===== src/rtl/line_fill_ctrl_pkg.sv =====
// Shared types and constants for the DRAM line-fill controller.
// A line is eight 32-bit words, so line addresses are 32-byte aligned.
package line_fill_ctrl_pkg;

    typedef enum logic [1:0] {
        ST_IDLE    = 2'd0,
        ST_CMD     = 2'd1,
        ST_FILL    = 2'd2,
        ST_DELIVER = 2'd3
    } state_e;

    localparam int LINE_BITS        = 256;
    localparam int WORD_BITS        = 32;
    localparam int LINE_OFFSET_BITS = 5;

    // Drop the byte offset within the line.
    function automatic logic [WORD_BITS-1:0] line_align(input logic [WORD_BITS-1:0] a);
        return {a[WORD_BITS-1:LINE_OFFSET_BITS], {LINE_OFFSET_BITS{1'b0}}};
    endfunction

endpackage


===== src/rtl/line_fill_ctrl_if.sv =====
// Bundle of cache-side, DRAM-side and line-buffer signals of the fill controller.
// slave = the controller, master = whoever drives the controller's inputs.
interface line_fill_ctrl_if;
    import line_fill_ctrl_pkg::*;

    logic                  req;
    logic [WORD_BITS-1:0]  req_addr;
    logic                  req_ack;
    logic                  dram_cmd;
    logic [WORD_BITS-1:0]  dram_addr;
    logic                  dram_cmd_ack;
    logic                  dram_valid;
    logic                  buf_we;
    logic [LINE_BITS-1:0]  buf_line;
    logic                  line_valid;
    logic [LINE_BITS-1:0]  line_data;
    logic [WORD_BITS-1:0]  line_addr;
    logic                  line_ready;
    logic                  busy;
    logic                  err;

    modport slave (
        input  req, req_addr, dram_cmd_ack, dram_valid, buf_line, line_ready,
        output req_ack, dram_cmd, dram_addr, buf_we, line_valid, line_data,
               line_addr, busy, err
    );

    modport master (
        output req, req_addr, dram_cmd_ack, dram_valid, buf_line, line_ready,
        input  req_ack, dram_cmd, dram_addr, buf_we, line_valid, line_data,
               line_addr, busy, err
    );

endinterface


===== src/rtl/line_fill_ctrl_timer.sv =====
// Inter-beat idle timer: counts enabled cycles, flags the cycle that would reach TIMEOUT.
module fill_timer #(
    parameter int TIMEOUT = 255
) (
    input  logic clk,
    input  logic rst,
    input  logic clear,
    input  logic enable,
    output logic expired
);

    localparam int            TW   = $clog2(TIMEOUT + 1);
    localparam logic [TW-1:0] LAST = TW'(TIMEOUT - 1);

    logic [TW-1:0] count;

    always_ff @(posedge clk or posedge rst) begin
        if (rst)         count <= '0;
        else if (clear)  count <= '0;
        else if (enable) count <= count + 1'b1;
    end

    // Combinational so the expiring idle cycle itself carries the flag.
    assign expired = enable && (count == LAST);

endmodule


===== src/rtl/line_fill_ctrl.sv =====
// Cache-miss line fill: issues a DRAM burst, steers BEATS words into the line
// buffer, then presents the assembled line until the cache takes it.
module line_fill_ctrl
    import line_fill_ctrl_pkg::*;
#(
    parameter int BEATS   = 8,
    parameter int TIMEOUT = 255
) (
    input  logic             dramclk,
    input  logic             reset,
    line_fill_ctrl_if.slave  bus
);

    localparam int            BW        = $clog2(BEATS) + 1;
    localparam logic [BW-1:0] LAST_BEAT = BW'(BEATS - 1);

    state_e               state, state_nx;
    logic [WORD_BITS-1:0] line_addr_q;
    logic [BW-1:0]        beat_cnt;
    logic                 req_ack_q;
    logic                 accept, beat, last_beat;
    logic                 tmr_en, tmr_expired;

    assign accept    = (state == ST_IDLE) && bus.req;
    assign beat      = (state == ST_FILL) && bus.dram_valid;
    assign last_beat = beat && (beat_cnt == LAST_BEAT);
    // A beat on the expiring cycle wins: the timer only runs on silent FILL cycles.
    assign tmr_en    = (state == ST_FILL) && !bus.dram_valid;

    fill_timer #(.TIMEOUT(TIMEOUT)) u_timer (
        .clk     (dramclk),
        .rst     (reset),
        .clear   (!tmr_en),
        .enable  (tmr_en),
        .expired (tmr_expired)
    );

    always_ff @(posedge dramclk or posedge reset) begin
        if (reset) state <= ST_IDLE;
        else       state <= state_nx;
    end

    always_comb begin
        state_nx = state;
        case (state)
            ST_IDLE:    if (bus.req)          state_nx = ST_CMD;
            ST_CMD:     if (bus.dram_cmd_ack) state_nx = ST_FILL;
            ST_FILL: begin
                if (last_beat)        state_nx = ST_DELIVER;
                else if (tmr_expired) state_nx = ST_IDLE;
            end
            ST_DELIVER: if (bus.line_ready)   state_nx = ST_IDLE;
            default:                          state_nx = ST_IDLE;
        endcase
    end

    always_ff @(posedge dramclk or posedge reset) begin
        if (reset) begin
            line_addr_q <= '0;
            beat_cnt    <= '0;
            req_ack_q   <= 1'b0;
        end else begin
            req_ack_q <= accept;
            if (accept) line_addr_q <= line_align(bus.req_addr);
            if (state == ST_CMD) beat_cnt <= '0;
            else if (beat)       beat_cnt <= beat_cnt + 1'b1;
        end
    end

    always_comb begin
        bus.req_ack    = req_ack_q;
        bus.busy       = (state != ST_IDLE);
        bus.dram_cmd   = 1'b0;
        bus.dram_addr  = '0;
        bus.buf_we     = 1'b0;
        bus.err        = 1'b0;
        bus.line_valid = 1'b0;
        bus.line_data  = '0;
        bus.line_addr  = '0;
        case (state)
            ST_CMD: begin
                bus.dram_cmd  = 1'b1;
                bus.dram_addr = line_addr_q;
            end
            ST_FILL: begin
                bus.buf_we = bus.dram_valid;
                bus.err    = tmr_expired;
            end
            ST_DELIVER: begin
                // Buffer is frozen here (buf_we low), so pass-through is stable.
                bus.line_valid = 1'b1;
                bus.line_data  = bus.buf_line;
                bus.line_addr  = line_addr_q;
            end
            default: ;
        endcase
    end

endmodule


===== src/flat_wrapper.sv =====
// flat-port wrapper written by rule: the top's interface ports become plain ports
module line_fill_ctrl_flat import line_fill_ctrl_pkg::*;
#(
    parameter int BEATS   = 8,
    parameter int TIMEOUT = 255
)
  (dramclk, reset, bus_req, bus_req_addr, bus_dram_cmd_ack, bus_dram_valid, bus_buf_line, bus_line_ready, bus_req_ack, bus_dram_cmd, bus_dram_addr, bus_buf_we, bus_line_valid, bus_line_data, bus_line_addr, bus_busy, bus_err);
  line_fill_ctrl_if bus_i ();
  input  logic dramclk;
  input  logic reset;
  input wire logic [$bits(bus_i.req)-1:0] bus_req;
  input wire logic [$bits(bus_i.req_addr)-1:0] bus_req_addr;
  input wire logic [$bits(bus_i.dram_cmd_ack)-1:0] bus_dram_cmd_ack;
  input wire logic [$bits(bus_i.dram_valid)-1:0] bus_dram_valid;
  input wire logic [$bits(bus_i.buf_line)-1:0] bus_buf_line;
  input wire logic [$bits(bus_i.line_ready)-1:0] bus_line_ready;
  output wire logic [$bits(bus_i.req_ack)-1:0] bus_req_ack;
  output wire logic [$bits(bus_i.dram_cmd)-1:0] bus_dram_cmd;
  output wire logic [$bits(bus_i.dram_addr)-1:0] bus_dram_addr;
  output wire logic [$bits(bus_i.buf_we)-1:0] bus_buf_we;
  output wire logic [$bits(bus_i.line_valid)-1:0] bus_line_valid;
  output wire logic [$bits(bus_i.line_data)-1:0] bus_line_data;
  output wire logic [$bits(bus_i.line_addr)-1:0] bus_line_addr;
  output wire logic [$bits(bus_i.busy)-1:0] bus_busy;
  output wire logic [$bits(bus_i.err)-1:0] bus_err;
  assign bus_i.req = bus_req;
  assign bus_i.req_addr = bus_req_addr;
  assign bus_i.dram_cmd_ack = bus_dram_cmd_ack;
  assign bus_i.dram_valid = bus_dram_valid;
  assign bus_i.buf_line = bus_buf_line;
  assign bus_i.line_ready = bus_line_ready;
  assign bus_req_ack = bus_i.req_ack;
  assign bus_dram_cmd = bus_i.dram_cmd;
  assign bus_dram_addr = bus_i.dram_addr;
  assign bus_buf_we = bus_i.buf_we;
  assign bus_line_valid = bus_i.line_valid;
  assign bus_line_data = bus_i.line_data;
  assign bus_line_addr = bus_i.line_addr;
  assign bus_busy = bus_i.busy;
  assign bus_err = bus_i.err;
  line_fill_ctrl #(.BEATS(BEATS), .TIMEOUT(TIMEOUT)) u_core (.dramclk(dramclk), .reset(reset), .bus(bus_i));
endmodule

===== config.mk =====
export PLATFORM = sky130hd
export DESIGN_NAME = line_fill_ctrl_flat
export DESIGN_NICKNAME = d
export VERILOG_FILES = /design/src/rtl/line_fill_ctrl_pkg.sv /design/src/rtl/line_fill_ctrl_if.sv /design/src/rtl/line_fill_ctrl_timer.sv /design/src/rtl/line_fill_ctrl.sv /design/src/flat_wrapper.sv
export SDC_FILE = /design/constraint.sdc
export NUM_CORES = 1
export LEC_CHECK = 0
export CAP_MARGIN = 0
export CORE_AREA = 8 8 235 237
export CTS_CLUSTER_SIZE = 16
export DETAILED_ROUTE_END_ITERATION = 8
export DIE_AREA = 0 0 243 245
export GPL_TIMING_DRIVEN = 0
export HOLD_SLACK_MARGIN = 0.15
export SLEW_MARGIN = 20
export SYNTH_ARGS = -nofsm -noshare
export SYNTH_HDL_FRONTEND = slang
export SYNTH_HIERARCHICAL = 1
export SYNTH_SLANG_ARGS = --single-unit

===== constraint.sdc =====
create_clock -name dramclk -period 2.4 [get_ports dramclk]
set_clock_uncertainty 0.15 [all_clocks]
set_input_delay 0.36 -clock dramclk [delete_from_list [all_inputs] [get_ports dramclk]]
set_output_delay 0.36 -clock dramclk [all_outputs]
set_load 0.005 [all_outputs]

# ---- Word level (Yosys, flattened, before mapping)
# Index checks and enable logic that the tools add are counted.
dict set report totals {
  word_cells 42
  inputBits 294
  output_inout_bits 326
  ff_bits 42
}
dict set report op_classes {
  mux 16
  reduce_logical 10
  addsub 2
  n_eq_ne 9
}
# cell n
set op_table {}
lappend op_table {{two-way mux 256 bit} 1}
lappend op_table {{two-way mux 32 bit} 2}
lappend op_table {{two-way mux 2 bit} 5}
lappend op_table {{adder 8 x 1 -> 8 bit, second input constant} 1}
lappend op_table {{equality test 8 bit, second input constant} 1}
lappend op_table {{two-way mux 4 bit} 2}
lappend op_table {{two-way mux 8 bit} 1}
lappend op_table {{one-hot mux 2 bit (4 select lines)} 1}
lappend op_table {{!= test 2 bit, second input constant} 3}
lappend op_table {{logical AND 1 bit} 5}
lappend op_table {{adder 4 x 1 -> 4 bit, second input constant} 1}
lappend op_table {{equality test 2 bit, second input constant} 2}
lappend op_table {{equality test 4 x 3 -> 1 bit, second input constant} 1}
lappend op_table {{two-way mux 1 bit} 4}
lappend op_table {{AND reduction 4 bit} 1}
lappend op_table {{nonzero test 2 bit} 2}
lappend op_table {{!= test 3 x 1 -> 1 bit, second input constant} 1}
lappend op_table {{equality test 2 x 1 -> 1 bit, second input constant} 1}
lappend op_table {{zero test 2 bit} 1}
lappend op_table {{zero test 1 bit} 1}

# ---- Logic depth before layout (Yosys ltp)
dict set report depth {
  ltp_word 6
  mapped_depth 9
  depth_no_buf 7
}

# ---- Modules after synthesis
# The synthesis kept the hierarchy.
# mod instances area_each_um2 cells_per_inst
set modules_own_cells {}
lappend modules_own_cells {line_fill_ctrl 1 3796.1 483}
lappend modules_own_cells {fill_timer 1 419.2 42}

# ---- Worst setup path before layout
# No wires, ideal clock.
dict set report synth_timing {
  kind {flip-flop to output port}
  from {register u_core.state[0]}
  to {output bus_err}
  stages_incl_launch_ff 9
  slack_ps 548
  arrival_time_ps 1342
  n_path_buf 2
  cell_sequence {dfrtp_1 -> buf_6 -> nor2b_1 -> nand2b_1 -> inv_1 -> buf_6 -> nand4_4 -> nor2_1 -> and2_1}
}
dict set report synth_via {
  elab_chain_cells 4
}
# element line_no
set synth_rtl {}
lappend synth_rtl {{start, declared} line_fill_ctrl.sv:17} ;# state_e state, state_nx;
lappend synth_rtl {{start signal, assigned} line_fill_ctrl.sv:40} ;# else state <= state_nx;
lappend synth_rtl {{equality test 2 bit} line_fill_ctrl.sv:28} ;# assign tmr_en = (state == ST_FILL) && !bus.dram_valid;
lappend synth_rtl {{logical AND 1 bit} line_fill_ctrl.sv:28}
lappend synth_rtl {{named net u_core.tmr_en} line_fill_ctrl.sv:22} ;# logic tmr_en, tmr_expired;
lappend synth_rtl {{logical AND 1 bit} line_fill_ctrl_timer.sv:24} ;# assign expired = enable && (count == LAST);
lappend synth_rtl {{named net u_core.tmr_expired} line_fill_ctrl.sv:22}
lappend synth_rtl {{two-way mux 1 bit} line_fill_ctrl.sv:80} ;# case (state)
lappend synth_rtl {{end, declared} flat_wrapper.sv:25} ;# output wire logic [$bits(bus_i.err)-1:0] bus_err;
# The timed path passes the listed nets, and every way through them passes these cells.

# ---- Worst setup path in the final report
dict set report layout_timing {
  from {register u_core.state[1]}
  to {output bus_line_data[244]}
}
dict set report layout_via {
  elab_chain_cells 2
}
# element line_no
set layout_rtl {}
lappend layout_rtl {{equality test 2 bit} line_fill_ctrl.sv:80}
lappend layout_rtl {{two-way mux 256 bit} line_fill_ctrl.sv:80}
lappend layout_rtl {{end, declared} flat_wrapper.sv:22} ;# output wire logic [$bits(bus_i.line_data)-1:0] bus_line_data;
# Every way passes these cells.

==> flow_metrics.tcl <==
set metrics [dict create \
    startpoint "u_core/state[1]" \
    synth_area_um2 4215 \
    grt_usage_pct 11.96 \
    fin_tns_setup_ps -1.055 \
    critPathKind "reg -> out" \
    worst-r2r-setup-slack_ps 350 \
    seq_area_frac_synth_pct 24.93 \
    clockBufferDepth 2 \
    period_share_pct 100.0 \
    antenna_found_initial 10 \
    fillCellCount 5667 \
    clkLatencyLatePin_ps 300 \
    cp_max_fo 10 \
    register_area_um2 1052 \
    yosys_warnings 6 \
    setup_viol 1 \
    die_area_um2 59540 \
    ctsHoldBuffers 0 \
    timing.max_cap.violations 0 \
    clockRootBuffer "clkbuf_16" \
    drive_gt1_share_pct 13.32 \
    dp_cells 1826 \
    setup_ws_ps -1.055 \
    layout_commonest_cell "clkdlybuf4s50_1" \
    yosysTopAreaCellShare_pct 42.00 \
    cts_tree "yes" \
    timing.rr.start "u_core/state[0]" \
    yosys_register_bits 42 \
    grt_pass1_wl_um 53320 \
    coreArea_um2 51710 \
    gp_congestion 1.045 \
    dp_hpwl_um 34150 \
    hold_violations 0 \
    fin_nets 1452 \
    layout_min_cycle_time_ps 2401 \
    synthCells 525 \
    multi_input_area_um2 2809 \
    routed_via_density 3.610 \
    grt_overflow 0 \
    clkSlewWorstSetupHoldPaths_ps 70 \
    port_buffers 604 \
    drc 0 \
    via_count 6664 \
    final_util_pct 23.18 \
    clkSinkCount 42 \
    dieWidth_um 243 \
    wl_per_cell_um 21.36 \
    numCtsBuffers 5 \
    crit_arrival_ps 1890 \
    rsz0062_at_grt "yes" \
    area_delta_synth_final_pct 184.3 \
    worst_slew_pin_slew_ps 765.5 \
    status "finished with violations" \
    grt_max_degree 35 \
    fin_cells 1846 \
    setup.worst_path.start_class "register" \
    power_density_nw_per_um2 813.8 \
    synthTopCellsByArea "and3_1 42%, dfrtp_1 25%, mux2_4 6.8%" \
    vdd_drop_max_mv 0.6627 \
    max_freq_mhz 416.5 \
    synth_area_leader_cell "and3_1" \
    violations "setup timing" \
    max_slew_margin_pct 48.89 \
    hold_path.class "in -> async" \
    worstRegToRegCells 9 \
    end_kind "output port" \
    fp-row-count 84 \
    first_global_vias 6975 \
    io_pins 620 \
    wirelength_um 39430 \
    detail_route.iter0.violations 280 \
    die_h_um 245 \
    final_cell_mix "370 x clkdlybuf4s50_1, 278 x and3_1, 119 x dlymetal6s2s_1" \
    fin_hold_ws_ps 237.9 \
    p_leak_nw 7.803 \
    synth_cell_type_count 39 \
    required_ps 1890 \
    report.final.slew_viol_count 0 \
    h-tree-depth 2 \
    reg2reg_to "u_core/u_timer/count[6]" \
    syn_area_per_cell_um2 8.029 \
    first_pass_iters 5 \
    ant_nets 0 \
    initial_core_util_pct 8.152 \
]
==> where the power goes <==
group	switching [W]	total, W	internal, W
clock	0.000324	0.000714	0.000390
combinational	0.00337	0.00781	0.00445
sequential	0.000237	0.00122	0.000988
total	0.00393	0.00975	0.00582
==> synthesized netlist by cell type <==
cell type / count
a32o_1: 1
nor2_8: 1
nand3b_4: 1
nand3b_1: 1
dfrtp_1: 42
mux2i_1: 1
nor3b_1: 1
nand3_1: 4
ha_1: 3
buf_6: 3
conb_1: 1
mux2_2: 8
a211oi_1: 1
or2_4: 1
or3_1: 4
a222oi_1: 1
nand4b_1: 1
nor2b_1: 1
xor2_1: 3
nand2_1: 5
mux2_4: 19
clkbuf_1: 58
nor2_1: 6
buf_4: 10
and3_1: 283
inv_1: 6
buf_2: 8
and2_1: 29
buf_12: 2
a21o_1: 1
o31a_1: 1
nand4_1: 4
nand2b_1: 1
inv_2: 1
o21ai_0: 5
nand4_4: 1
or2b_4: 1
a21oi_1: 4
xnor2_1: 1
==> registers in the layout (all words and copies together) (netlist names) <==
signal                count
u_core/bus.req_ack        1
u_core/state              2
u_core/line_addr_q       27
u_core/u_timer/count      8
u_core/beat_cnt           4
==> cell type report <==
class | count | area share [%]
Sequential cell | 42 | 8.780
Clock buffer | 5 | 1.044
Buffer | 80 | 6.274
Clock inverter | 3 | 0.1984
Tap cell | 688 | 7.182
Inverter | 7 | 0.2610
Multi-Input combinational cell | 404 | 23.44
Timing Repair Buffer | 615 | 52.78
Antenna cell | 2 | 0.04176
==> cell families after synthesis <==
logic type / share of synthesized area, %
and+or+nand+nor: 51.74
buffers and inverters: 10.27
DFF: 24.93
muxes: 9.142
AOI/OAI and AO/OA: 2.108
xor gates and xnor gates: 0.8313
adders and majority gates: 0.8906
other: 0.08896
==> metrics by stage <==
stage	area (um2)	total power, W	setup slack (ps)
floorplan	4249	0.004057	548.4
global placement	11160	0.008744	-494.8
detailed placement	11160	0.008792	-485.6
CTS	11540	0.009822	-70.06
global route	11980	0.01042	-79.39
finish	11990	0.009754	-1.055
==> worst max-delay path, stage by stage (launching register included) <==
cell             delay (ps)
dfrtp_1                 370
buf_8                   150
buf_8                   160
clkbuf_4                200
and3_1                  180
clkdlybuf4s50_1         510
==> layer usage <==
metal / part of all wire, % / GRT usage [%]
met5: 0.12 / 0
met2: 48 / 20.85
met1: 39 / 13.51
met4: 1.7 / 2.451
met3: 10 / 5.141
==> repair_timing <==
action,in CTS,in global routing
setup buffers,3,7
setup endpoints to repair,312,203
resized for setup,271,186
pin swaps,1,1
gates cloned,0,1
==> how the worst max path moves through the flow <==
stage / to / slack (ps)
6_report: bus_line_data[244] / -1
3_3_place_gp: bus_err / -490
5_1_grt: bus_line_data[103] / -80
2_1_floorplan: bus_err / 550
3_5_place_dp: bus_err / -490
4_1_cts: bus_line_data[20] / -70
(Power assumes the default switching activity.)
